$ cat src/rtl/bcd_pkg.sv
// -----------------------------------------------------------------------------
// bcd_pkg
// Shared types and constants for the BCD step counter slice.
//   nibble_t    : 4-bit digit carried between the counter, comparator and
//                 hex decoder.
//   BCD_MAX     : default highest digit value (decimal 9).
//   deb_state_t : push-button debouncer states.
// -----------------------------------------------------------------------------
package bcd_pkg;

  typedef logic [3:0] nibble_t;

  localparam nibble_t BCD_MAX = 4'd9;

  typedef enum logic [1:0] {
    IDLE,
    PRESS_WAIT,
    HELD,
    RELEASE_WAIT
  } deb_state_t;

endpackage

$ cat src/rtl/key_debouncer.sv
// -----------------------------------------------------------------------------
// key_debouncer
// Cleans a raw active-low push-button into single-cycle step strobes.
// A 2-flop synchronizer feeds a four-state debounce FSM; a press is accepted
// once the synchronized key has been steady for DEBOUNCE_CYCLES cycles, and
// a release must be equally steady before the next press can count.
//
// Optional feature (macro HOLD_REPEAT_EN): while the key is held, a step is
// repeated every REPEAT_CYCLES cycles.
//
// Ports:
//   clk        in   system clock
//   rst_n      in   asynchronous active-low reset (already release-synchronized)
//   key_n      in   raw active-low push-button, asynchronous to clk
//   step       out  one-cycle step strobe
//   key_stable out  high while the FSM is in IDLE or HELD
// -----------------------------------------------------------------------------
module key_debouncer
  import bcd_pkg::*;
#(
  parameter int DEBOUNCE_CYCLES = 250000,
  parameter int REPEAT_CYCLES   = 25000000
) (
  input  logic clk,
  input  logic rst_n,
  input  logic key_n,
  output logic step,
  output logic key_stable
);

  localparam int SPAN  = (DEBOUNCE_CYCLES > REPEAT_CYCLES) ? DEBOUNCE_CYCLES : REPEAT_CYCLES;
  localparam int CNT_W = $clog2(SPAN) + 1;

  localparam logic [CNT_W-1:0] DEB_LAST = CNT_W'(DEBOUNCE_CYCLES - 1);
`ifdef HOLD_REPEAT_EN
  localparam logic [CNT_W-1:0] RPT_LAST = CNT_W'(REPEAT_CYCLES - 1);
`endif

  logic [1:0]       sync;
  logic [1:0]       fill;    // tracks when sync[1] holds a real sample
  logic             armed;   // a genuine release has been seen since reset
  logic             key;
  deb_state_t       state, state_nxt;
  logic [CNT_W-1:0] cnt, cnt_nxt;

  // NOTE: sequential state is updated with non-blocking assignments only, so
  // every flop samples the pre-edge value of its neighbours (shift chain works).
  always_ff @(posedge clk or negedge rst_n) begin
    if (!rst_n) begin
      sync  <= 2'b11;
      fill  <= 2'b00;
      armed <= 1'b0;
      state <= IDLE;
      cnt   <= '0;
    end else begin
      sync  <= {sync[0], key_n};
      fill  <= {fill[0], 1'b1};
      // A key held through reset reads as released until the synchronizer
      // fills, so only a release seen after that point arms the stepping.
      if (fill[1] && !key)
        armed <= 1'b1;
      state <= state_nxt;
      cnt   <= cnt_nxt;
    end
  end

  assign key = ~sync[1];

  // NOTE: every output of this block gets a default first, so no path through
  // the case statement can leave a signal unassigned and infer a latch.
  always_comb begin
    state_nxt = state;
    cnt_nxt   = cnt;
    step      = 1'b0;
    unique case (state)
      IDLE: begin
        if (key) begin
          cnt_nxt = '0;
          // Unarmed (held through reset): skip straight to HELD without a
          // step, so the key must be released before it can step again.
          state_nxt = armed ? PRESS_WAIT : HELD;
        end
      end
      PRESS_WAIT: begin
        if (!key) begin
          state_nxt = IDLE;
        end else if (cnt == DEB_LAST) begin
          step      = 1'b1;
          cnt_nxt   = '0;
          state_nxt = HELD;
        end else begin
          cnt_nxt = cnt + CNT_W'(1);
        end
      end
      HELD: begin
        if (!key) begin
          cnt_nxt   = '0;
          state_nxt = RELEASE_WAIT;
        end else begin
`ifdef HOLD_REPEAT_EN
          if (cnt == RPT_LAST) begin
            step    = armed;
            cnt_nxt = '0;
          end else begin
            cnt_nxt = cnt + CNT_W'(1);
          end
`else
          cnt_nxt = cnt;
`endif
        end
      end
      RELEASE_WAIT: begin
        if (key) begin
          cnt_nxt   = '0;
          state_nxt = HELD;
        end else if (cnt == DEB_LAST) begin
          state_nxt = IDLE;
        end else begin
          cnt_nxt = cnt + CNT_W'(1);
        end
      end
      default: state_nxt = IDLE;
    endcase
  end

  assign key_stable = (state == IDLE) || (state == HELD);

endmodule

$ cat src/rtl/bcd_step_counter.sv
// -----------------------------------------------------------------------------
// bcd_step_counter
// Debounced push-button stepping of a single BCD digit, with decimal wrap,
// carry/borrow pulse and a synchronous load. COUNT feeds the nibble
// comparator and hex decoder in place of raw switch inputs.
//
// Optional feature (macro HOLD_REPEAT_EN): auto-repeat while the key is held.
//
// Ports:
//   CLOCK_50    in   system clock
//   RESET_N     in   asynchronous active-low reset, release synchronized here
//   STEP_N      in   raw active-low push-button
//   UP          in   1 = increment, 0 = decrement
//   LOAD        in   synchronous load strobe
//   LOAD_VAL    in   value to load (clamped to MAX_COUNT, flagged by LOAD_ERR)
//   COUNT       out  current digit
//   CARRY       out  one-cycle pulse on wrap in either direction
//   LOAD_ERR    out  one-cycle pulse when LOAD_VAL > MAX_COUNT
//   KEY_STABLE  out  debouncer is in IDLE or HELD
// -----------------------------------------------------------------------------
module bcd_step_counter
  import bcd_pkg::*;
#(
  parameter int DEBOUNCE_CYCLES = 250000,
  parameter int MAX_COUNT       = int'(BCD_MAX),
  parameter int REPEAT_CYCLES   = 25000000
) (
  input  logic       CLOCK_50,
  input  logic       RESET_N,
  input  logic       STEP_N,
  input  logic       UP,
  input  logic       LOAD,
  input  logic [3:0] LOAD_VAL,
  output logic [3:0] COUNT,
  output logic       CARRY,
  output logic       LOAD_ERR,
  output logic       KEY_STABLE
);

  localparam nibble_t MAX_N = nibble_t'(MAX_COUNT);

  logic [1:0] rst_sync;
  logic       rst_n;
  logic       step;
  nibble_t    count;
  logic       carry;
  logic       load_err;

  // Assertion reaches every flop immediately; release is delayed two edges so
  // all state leaves reset on the same clock.
  always_ff @(posedge CLOCK_50 or negedge RESET_N) begin
    if (!RESET_N) rst_sync <= 2'b00;
    else          rst_sync <= {rst_sync[0], 1'b1};
  end

  assign rst_n = rst_sync[1];

  key_debouncer #(
    .DEBOUNCE_CYCLES (DEBOUNCE_CYCLES),
    .REPEAT_CYCLES   (REPEAT_CYCLES)
  ) u_deb (
    .clk        (CLOCK_50),
    .rst_n      (rst_n),
    .key_n      (STEP_N),
    .step       (step),
    .key_stable (KEY_STABLE)
  );

  // Load has priority over a coincident step; the step is simply dropped.
  always_ff @(posedge CLOCK_50 or negedge rst_n) begin
    if (!rst_n) begin
      count    <= '0;
      carry    <= 1'b0;
      load_err <= 1'b0;
    end else begin
      carry    <= 1'b0;
      load_err <= 1'b0;
      if (LOAD) begin
        if (LOAD_VAL > MAX_N) begin
          count    <= MAX_N;
          load_err <= 1'b1;
        end else begin
          count <= LOAD_VAL;
        end
      end else if (step) begin
        if (UP) begin
          if (count == MAX_N) begin
            count <= '0;
            carry <= 1'b1;
          end else begin
            count <= count + 4'd1;
          end
        end else begin
          if (count == 4'd0) begin
            count <= MAX_N;
            carry <= 1'b1;
          end else begin
            count <= count - 4'd1;
          end
        end
      end
    end
  end

  assign COUNT    = count;
  assign CARRY    = carry;
  assign LOAD_ERR = load_err;

  count_in_range: assert property (@(posedge CLOCK_50) disable iff (!rst_n) count <= MAX_N);

endmodule
$ cat config.mk
export PLATFORM = sky130hd
export DESIGN_NAME = bcd_step_counter
export DESIGN_NICKNAME = d
export VERILOG_FILES = /design/src/rtl/bcd_pkg.sv /design/src/rtl/key_debouncer.sv /design/src/rtl/bcd_step_counter.sv
export SDC_FILE = /design/constraint.sdc
export NUM_CORES = 1
export LEC_CHECK = 0
export ABC_CLOCK_PERIOD_IN_PS = 1210
export BUFFER_PORTS_ARGS = -buffer_cell sky130_fd_sc_hd__buf_2
export CAP_MARGIN = 10
export CORE_ASPECT_RATIO = 1.1
export CORE_MARGIN = 2
export CORE_UTILIZATION = 30
export DETAILED_ROUTE_END_ITERATION = 10
export PLACE_DENSITY = 0.46
export REMOVE_ABC_BUFFERS = 1
export SYNTH_ARGS = -nofsm -noshare
export SYNTH_HDL_FRONTEND = slang
export SYNTH_HIERARCHICAL = 1
export SYNTH_SLANG_ARGS = --single-unit
$ cat constraint.sdc
create_clock -name CLOCK_50 -period 1.21 [get_ports CLOCK_50]
set_input_delay 0.1815 -clock CLOCK_50 [delete_from_list [all_inputs] [get_ports CLOCK_50]]
set_output_delay 0.1815 -clock CLOCK_50 [all_outputs]
set_load 0.01 [all_outputs]
==> flow_metrics.py <==
metrics = {
    "run_status": {
        "outcome": "complete, but fails checks",
        "violations": "negative setup slack",
    },
    "setup_path": {
        "startpoint_type": "flop",
        "cpMaxStageDelayCell": "dfrtp_1",
        "cp.arrival_ns": 2.25,
        "crit_fanout": 4,
        "cp_num_buf_inv": 1,
        "path_cells": "nor4b_2, and4_4, and3_4, nand2_2, nor3_2, buf_4, a311oi_2, a221o_1",
        "cp-end-kind": "flop",
        "critical_path_class": "reg -> reg",
        "cp_top_family": "simple AND/OR/NAND/NOR gates",
        "max_stage_delay_ns": 0.43,
        "required_ns": 1.39,
    },
    "sta": {
        "setup_tns_ns": -23.85,
        "fin_ws_ns": -0.860,
        "drv_slew": 0,
        "holdWs_ns": 0.156,
        "setup_viol": 33,
        "finalHoldViolCount": 0,
        "fin_skew_ns": 0.0107,
        "rsz0062_at_grt": "yes",
        "fin_crit_ns": 2.07,
        "fin_crit_sh_pct": 171,
        "max_freq_mhz": 483,
    },
    "floorplan": {
        "start_util_pct": 30.7,
        "die_area_um2": 8790,
        "die_h_um": 98.1,
        "die_w_um": 89.6,
        "core.rowCount": 34,
        "io_pins": 16,
        "core_um2": 7870,
    },
    "detailed_routing": {
        "routed_wl_um": 7910,
        "routedWlPerCell_um": 16.1,
        "drc_errors": 0,
        "drtIter0Drc": 100,
        "antenna_left": 0,
        "drtPass1Iterations": 4,
        "vias": 2559,
        "vias_per_cell": 5.20,
    },
    "global_routing": {
        "grt_use_total_pct": 18.0,
        "grt_pass1_vias": 2548,
        "grt_start_max_net_pins": 20,
        "grt_pass1_wl_um": 12400,
        "antenna_found_initial": 0,
        "grt-ovfl-total": 0,
    },
    "cts": {
        "cts_inserted_buffers": 5,
        "cts_htree_levels": 2,
        "numClockSinks": 41,
        "cts_tree": "built",
        "clkTransAtPathRegs_ns": 0.09,
        "cts_root_buffer": "clkbuf_8",
        "clockBufferDepth": 2,
        "clk_latency_ns": 0.30,
    },
    "placed_design": {
        "place_area_um2": 3190,
        "hpwl_um": 4990,
        "io_buffers": 15,
        "gp_congestion": 0.784,
    },
    "synth": {
        "synth_edf_count": 0,
        "netlist_area_um2": 2420,
        "synthCells": 269,
        "seq_area_frac_synth_pct": 42.5,
        "ys_types": 60,
        "synth_ff_type": "dfrtp_1",
        "synth-seq-cells": 41,
        "ys_warn_count": 6,
        "async_flop_share_pct": 100,
        "syn_avg_cell_area_um2": 8.99,
    },
    "finish": {
        "areaGrowthSynthToFinish_pct": 73.9,
        "fin_nets": 393,
        "final_layout_size_suffix_gt1_share_pct": 56.3,
        "num_antenna_cells": 0,
        "fin_area_um2": 4200,
        "finalCoreUtilization_pct": 53.4,
    },
    "job": {
        "maxCapViolCount": 0,
    },
    "power_and_ir_drop": {
        "p_leak_nw": 1.73,
        "power_density_nw_per_um2": 691,
        "peakVddDrop_v": 0.000432,
    },
    "min_path": {
        "holdCritPathClass": "reg -> async",
    },
}
==> power by group <==
| group | total, mW | switching [mW] | internal [mW] |
|---|---|---|---|
| clock network | 0.961 | 0.494 | 0.467 |
| logic | 0.511 | 0.270 | 0.241 |
| registers | 1.43 | 0.0308 | 1.40 |
==> cell usage in the layout, fill, tap and decap left out, drive strengths merged, types with 3 or more instances in the layout <==
cell    instances
nand2b          7
a21oi          14
a41oi           3
and3            7
nor4            5
a31oi          20
dfrtp          39
o31ai           3
clkbuf          9
mux2i           3
or3             7
o21ai          16
or4             5
nand4           5
and4            5
a21o            3
nor2           21
nand2          21
nand3          19
o211ai          3
inv             9
buf           119
nor3            7
==> metrics by stage <==
| stage | setup WS (ns) | power [mW] | instances |
|---|---|---|---|
| floorplan | -1.24 | 1.61 | 254 |
| global placement | -0.963 | 1.81 | 460 |
| detailed placement | -0.955 | 1.81 | 460 |
| CTS | -0.847 | 2.88 | 485 |
| global route | -0.978 | 3.04 | 492 |
| finish | -0.860 | 2.90 | 492 |
==> synth_stat cells, drive strengths merged (3+ instances only) <==
| master | number | area share [%] |
|---|---|---|
| dfrtp | 39 | 40 |
| nand2 | 21 | 3.3 |
| nor2 | 21 | 3.3 |
| a31oi | 20 | 5.4 |
| nand3 | 19 | 4.5 |
| o21ai | 16 | 3.3 |
| a21oi | 14 | 3.1 |
| inv | 9 | 1.4 |
| buf | 8 | 2.9 |
| and3 | 7 | 1.9 |
| clkbuf | 7 | 1.2 |
| nand2b | 7 | 1.8 |
| nor3 | 7 | 1.4 |
| or3 | 7 | 1.8 |
| and4 | 5 | 1.9 |
| nand4 | 5 | 1.3 |
| nor4 | 5 | 1.6 |
| or4 | 5 | 1.7 |
| a21o | 3 | 0.98 |
| a41oi | 3 | 1.1 |
| mux2i | 3 | 1.2 |
| o211ai | 3 | 0.93 |
| o31ai | 3 | 0.93 |
==> repair_timing <==
item | in CTS | in global routing
setup endpoints to repair | 34 | 36
resized for setup | 86 | 54
buffers inserted | 13 | 7
cloned | 3 | 0
pin swaps | 50 | 25
hold buffers | 2 | 0
endpoints found under the hold margin | 3 | 0
==> area by class of cell <==
| class | instances | area [um2] |
|---|---|---|
| inverter | 9 | 36.3 |
| multi-input combinational | 204 | 1820 |
| timing repair buffer | 122 | 1090 |
| tap | 108 | 135 |
| clock buffer | 8 | 90.1 |
| sequential | 41 | 1030 |
| fill | 709 | 3670 |
==> cells by family after synthesis <==
logic type / count (synthesis) / synth area share [%]
fa+ha+maj: 1 / 0.518
compound gates: 76 / 21.1
buf+inv: 24 / 5.54
flops: 41 / 42.5
simple gates: 119 / 27.6
xor+xnor: 3 / 1.09
mux: 3 / 1.24
other cells: 2 / 0.311
==> sequential cells by signal (all words and copies together), names as in the netlist, named ones only <==
register,cells
LOAD_ERR,1
rst_sync,2
CARRY,1
COUNT,4
u_deb/fill,2
u_deb/state,1
u_deb/cnt,26
u_deb/armed,1
u_deb/sync,2
==> layer usage <==
metal  GRT usage [%]  part of all wire (%)
met4            3.79                  0.89
met3            2.79                   2.0
met5               0                     0
met2            32.2                    54
met1            22.5                    43
==> path summary, 6_finish.rpt <==
check,start,cells after the start,slack [ns],endpoint
setup / recovery,u_deb/cnt[5]$_DFFE_PN0P_,8,-0.86,COUNT[3]$_DFFE_PN0P_
hold / removal,rst_sync[1]$_DFF_PN0_,0,0.16,LOAD_ERR$_DFF_PN0_
setup reg to reg,u_deb/cnt[5]$_DFFE_PN0P_,8,-0.86,COUNT[3]$_DFFE_PN0P_
hold reg to reg,rst_sync[1]$_DFF_PN0_,0,0.16,LOAD_ERR$_DFF_PN0_
max in group asynchronous,rst_sync[1]$_DFF_PN0_,1,0.62,u_deb/cnt[3]$_DFFE_PN0P_
min in group CLOCK_50,LOAD_VAL[1],2,0.16,LOAD_ERR$_DFF_PN0_
Note: power is estimated with default switching activity, not from simulation.
